[config.mk]
export PLATFORM = sky130hd
export DESIGN_NAME = rvee_regfile
export DESIGN_NICKNAME = d
export VERILOG_FILES = /design/src/rtl/rvee_regfile.sv
export SDC_FILE = /design/constraint.sdc
export NUM_CORES = 2
export LEC_CHECK = 0
export CAP_MARGIN = 15
export CORE_AREA = 2 2 224 447
export CTS_CLUSTER_SIZE = 10
export DETAILED_ROUTE_END_ITERATION = 8
export DIE_AREA = 0 0 226 449
export GPL_TIMING_DRIVEN = 0
export HOLD_SLACK_MARGIN = 0.12
export PLACE_DENSITY = 0.82
export SYNTH_ARGS = -nofsm -noshare
export SYNTH_HDL_FRONTEND = slang
export SYNTH_SLANG_ARGS = --single-unit
[constraint.sdc]
create_clock -name clk -period 1.6 [get_ports clk]
set_input_delay 0.24 -clock clk [delete_from_list [all_inputs] [get_ports clk]]
set_output_delay 0.24 -clock clk [all_outputs]
set_load 0.03 [all_outputs]
[src/rtl/rvee_regfile.sv]
`default_nettype none
// ============================================================================
//  Module   : rvee_regfile
//  Desc     : Architectural integer register file for the rvee core. Two
//             registered read ports and one commit write port, with optional
//             forwarding of the in-flight exec result (mem_*) and of the
//             same-edge commit (wb_*) into the read ports.
//  Options  : `define RVEE_RF_BYPASS_EN to enable forwarding. Without it the
//             read ports return only pre-edge array contents and mem_* are
//             ignored.
//  Revision : 1.0  initial release
// ============================================================================
module rvee_regfile #(
    parameter int N_REGS = 32,
    parameter int XLEN   = 32,
    localparam int AW    = $clog2(N_REGS)
) (
    input  logic            clk,
    input  logic            rst,        // asynchronous, active-low
    input  logic            rd_en,
    input  logic [AW-1:0]   rs1,
    input  logic [AW-1:0]   rs2,
    output logic [XLEN-1:0] rs1_data,
    output logic [XLEN-1:0] rs2_data,
    input  logic            wb_we,
    input  logic [AW-1:0]   wb_rd,
    input  logic [XLEN-1:0] wb_data,
    input  logic            mem_we,
    input  logic [AW-1:0]   mem_rd,
    input  logic [XLEN-1:0] mem_data
);

    // Flat view of the architectural state; entry 0 is the hard-wired zero
    // register and has no storage behind it.
    logic [N_REGS-1:0][XLEN-1:0] view;
    logic [XLEN-1:0]             rs1_next;
    logic [XLEN-1:0]             rs2_next;

    assign view[0] = '0;

    genvar gi;
    generate
        for (gi = 1; gi < N_REGS; gi++) begin : g_reg
            logic [XLEN-1:0] q;

            // One architectural register; x0 is never generated so writes
            // to index 0 fall through without effect.
            always_ff @(posedge clk or negedge rst) begin
                if (!rst) begin
                    q <= '0;
                end else if (wb_we && (wb_rd == AW'(gi))) begin
                    q <= wb_data;
                end
            end

            assign view[gi] = q;
        end
    endgenerate

`ifdef RVEE_RF_BYPASS_EN
    // Operand selection; later assignments override earlier ones, so the
    // order below is lowest to highest priority: array, commit, in-flight, x0.
    always_comb begin
        rs1_next = view[rs1];
        rs2_next = view[rs2];
        if (wb_we && (wb_rd == rs1)) begin
            rs1_next = wb_data;
        end
        if (wb_we && (wb_rd == rs2)) begin
            rs2_next = wb_data;
        end
        if (mem_we && (mem_rd == rs1)) begin
            rs1_next = mem_data;
        end
        if (mem_we && (mem_rd == rs2)) begin
            rs2_next = mem_data;
        end
        if (rs1 == '0) begin
            rs1_next = '0;
        end
        if (rs2 == '0) begin
            rs2_next = '0;
        end
    end
`else
    // The in-flight result has no consumer when forwarding is disabled.
    logic unused_ok;
    assign unused_ok = ^{mem_we, mem_rd, mem_data};

    // Operand selection straight from pre-edge array contents (view[0] is 0).
    always_comb begin
        rs1_next = view[rs1];
        rs2_next = view[rs2];
    end
`endif

    // Read-port output registers; they hold while decode is stalled.
    always_ff @(posedge clk or negedge rst) begin
        if (!rst) begin
            rs1_data <= '0;
            rs2_data <= '0;
        end else if (rd_en) begin
            rs1_data <= rs1_next;
            rs2_data <= rs2_next;
        end
    end

endmodule
`default_nettype wire

==> impl_metrics.yaml <==
outcome:
  status: "finished, violations left"
  violations: "hold timing, setup timing"
setup_path:
  r2r_slack_ps: -490
  path_class: "flip-flop to flip-flop"
  r2r_end: "rs1_data[25]"
  timing.rr.start: "g_reg[23].q[25]"
  path_cells: "mux4_2 > mux2_4 > o211ai_1 > nand3_1"
  r2r_cells: 4
  worstPathBufferInverterCount: 0
  slowest_delay_ps: 620
  cp_data_required_time_ps: 2200
  crit_slowest_cell: "o211ai_1"
  start_kind: "flip-flop"
  cp_data_arrival_time_ps: 2680
  crit_family: "multiplexers"
  cp_max_fo: 2
  endpoint_kind: "flip-flop"
cts:
  clk_pin_slew_ps: 60
  clockBufferDepth: 3
  cts.sinks: 1056
  holdBufCountCts: 4
  numCtsBuffers: 115
  tritoncts: "built"
  clock_latency_ps: 770
  htreeDepth: 3
  cts-root-buf: "clkbuf_16"
logic_synthesis:
  synth_top_area_cell: "dfrtp_1"
  synthArstFlopShare: 1.00
  seq_area_frac_synth: 0.476
  synth_cell_type_count: 46
  synth_edf_count: 0
  synth_seq_cells: 1056
  synthTopCellsByArea: "dfrtp_1 (48%), mux2_2 (23%), mux4_2 (16%)"
  synthCells: 3778
  avgSynthCellArea_um2: 14.7
  synth_top_area_share: 0.476
  synthFlopType: "dfrtp_1"
  synth_warnings: 0
  synth_nets: 3867
  netlist_area_um2: 55500
floorplan:
  num_rows: 163
  coreArea_um2: 98100
  die_y_um: 449
  die_w_um: 226
  initial_core_util: 0.566
  die_area_um2: 101000
  pin_count: 153
grt:
  grt_overflow: 0
  grt_max_degree: 160
  groute.usage.overall: 0.445
  first_global_vias: 42100
  grt_antenna_before_repair: 14
  grt_pass1_wl_mm: 312
timing:
  holdWs_ps: -585
  max_freq_ghz: 0.480
  hold_viol: 196
  fin_skew_ps: 35.5
  setup_ws_ps: -485
  setup_total_negative_slack_ps: -17730
  fin_crit_sh: 1.30
  min_period_ps: 2090
  slew_violations: 0
  worst_slew_pin_slew_ps: 1300
  grt_setup_unrepaired: "true"
  slew_headroom: 0.136
  setup_violations: 340
final_layout:
  fin_area_um2: 66100
  area_delta_synth_final_pct: 19.2
  drive_gt1_frac: 0.584
  nets: 4271
  finalCoreUtilization: 0.674
pwr:
  ir_drop_uv: 979
  p_per_area_nw_per_um2: 1210
  totalPowerFinal_mw: 80.2
  cellLeakagePower_nw: 28.6
route:
  drt_iter0_markers: 5674
  drc: 0
  wire_per_inst_um: 40.2
  dr.pass1.iters: 6
  wirelength_mm: 222
  num_vias: 41400
  viasPerCell: 7.51
  ant_nets: 0
place:
  io_buffers: 106
  dp_hpwl_mm: 155
  placed_area_um2: 59400
  finalWeightedCongestion: 1.06
run:
  drv_cap: 0
min_path:
  hold_class: "primary input to async pin"
## power by group
group	switching [mW]	internal [mW]
registers	4.23	31.9
logic	9.17	11.1
clock network	10.9	12.8
## worst reg2reg max path: cells and delay by family (launching register included)
kind,cells,cell delay (ps)
compound gates,1,620
flops,1,400
mux,2,760
simple gates,1,160
## cells in the final DEF (no fill, tap or decap), types with 12 or more instances in the layout
| master | synthesis | layout |
|---|---|---|
| nand3_1 | 53 | 52 |
| o211ai_1 | 32 | 32 |
| clkdlybuf4s50_1 | 0 | 36 |
| a221o_1 | 14 | 14 |
| nor2_4 | 0 | 18 |
| clkbuf_8 | 0 | 29 |
| dfrtp_2 | 0 | 18 |
| buf_12 | 1 | 39 |
| clkbuf_1 | 224 | 113 |
| mux2_4 | 0 | 27 |
| nor2_2 | 1 | 12 |
| mux2i_1 | 62 | 53 |
| a221oi_1 | 68 | 27 |
| o31ai_1 | 30 | 23 |
| clkbuf_2 | 0 | 32 |
| o221ai_1 | 30 | 22 |
| a221oi_4 | 0 | 16 |
| buf_8 | 3 | 23 |
| a22oi_1 | 48 | 25 |
| dfrtp_1 | 1056 | 1038 |
| buf_4 | 15 | 211 |
| clkbuf_4 | 0 | 42 |
| buf_2 | 90 | 45 |
| o21ai_1 | 0 | 12 |
| a221oi_2 | 0 | 25 |
| o22ai_1 | 24 | 19 |
| nor2b_1 | 25 | 18 |
| clkbuf_16 | 0 | 117 |
| buf_6 | 15 | 100 |
| a22oi_2 | 0 | 23 |
| nand2_1 | 109 | 95 |
| mux2_2 | 1135 | 1112 |
| nor2_1 | 104 | 75 |
| mux4_2 | 389 | 412 |
## layer usage
layer | track usage | up-vias | share of wire
met5 | 0 | - | 0.00058
met4 | 0.368 | 10 | 0.10
met3 | 0.156 | 1046 | 0.13
met2 | 0.625 | 3392 | 0.43
met1 | 0.551 | 21600 | 0.34
li1 | - | 15400 | -
## synth_stat cells, types with 13 or more instances
master and count:
mux2_2 1135, dfrtp_1 1056, mux4_2 389, clkbuf_1 224
nand2_1 109, nor2_1 104, buf_2 90, a221oi_1 68
mux2i_1 62, buf_1 58, nand3_1 53, a22oi_1 48
o211ai_1 32, o221ai_1 30, o31ai_1 30, o311ai_0 28
nor2b_1 25, o22ai_1 24, mux4_1 23, o21ai_0 20
a211oi_1 18, buf_4 15, buf_6 15, a221o_1 14
nand2b_1 13
## layout make-up
cell class / count / area [um^2]
clock inverters: 6 / 63.8
multi-input cells: 2313 / 28900
repair buffers: 290 / 2790
inverters: 3 / 11.3
well taps: 1320 / 1650
fillers: 6655 / 32000
clock buffers: 118 / 2930
diodes: 10 / 25.0
flip-flops and latches: 1056 / 26400
plain buffers: 403 / 3360
## registers in the layout (all words and copies together), names as in the netlist
name,cells
rs1_data,32
g.q,992
rs2_data,32
## worst max path at each step
stage	slack, ps	start	end	depth (start not counted)
final	-490	g_reg[23].q[25]	rs1_data[25]	4
after global routing	-450	g_reg[10].q[6]	rs1_data[6]	5
after CTS	-280	g_reg[23].q[21]	rs1_data[21]	4
after detailed placement	-3070	rs1[3]	rs1_data[31]	7
after global placement	-46220	rst	g_reg[25].q[8]	1
after floorplan	-250	rs2[0]	rs2_data[4]	5
## kinds of logic after synthesis
logic type / synth area share
buffers and inverters: 0.0336
muxes: 0.412
AOI/OAI and AO/OA: 0.0527
DFF: 0.476
and+or+nand+nor: 0.0259
## repair_timing
item,4_1_cts,5_1_grt
resized for setup,991,157
hold endpoints to repair,200,190
pin swaps,100,72
buffers inserted,125,40
gates cloned,4,0
setup endpoints to repair,1348,859
## through the flow
step / setup slack [ps] / instances
2_1_floorplan: -255 / 3778
6_report: -485 / 5519
3_5_place_dp: -3070 / 5218
5_1_grt: -454 / 5509
3_3_place_gp: -46220 / 5204
4_1_cts: -283 / 5472
Power figures use the tool's default switching activity.
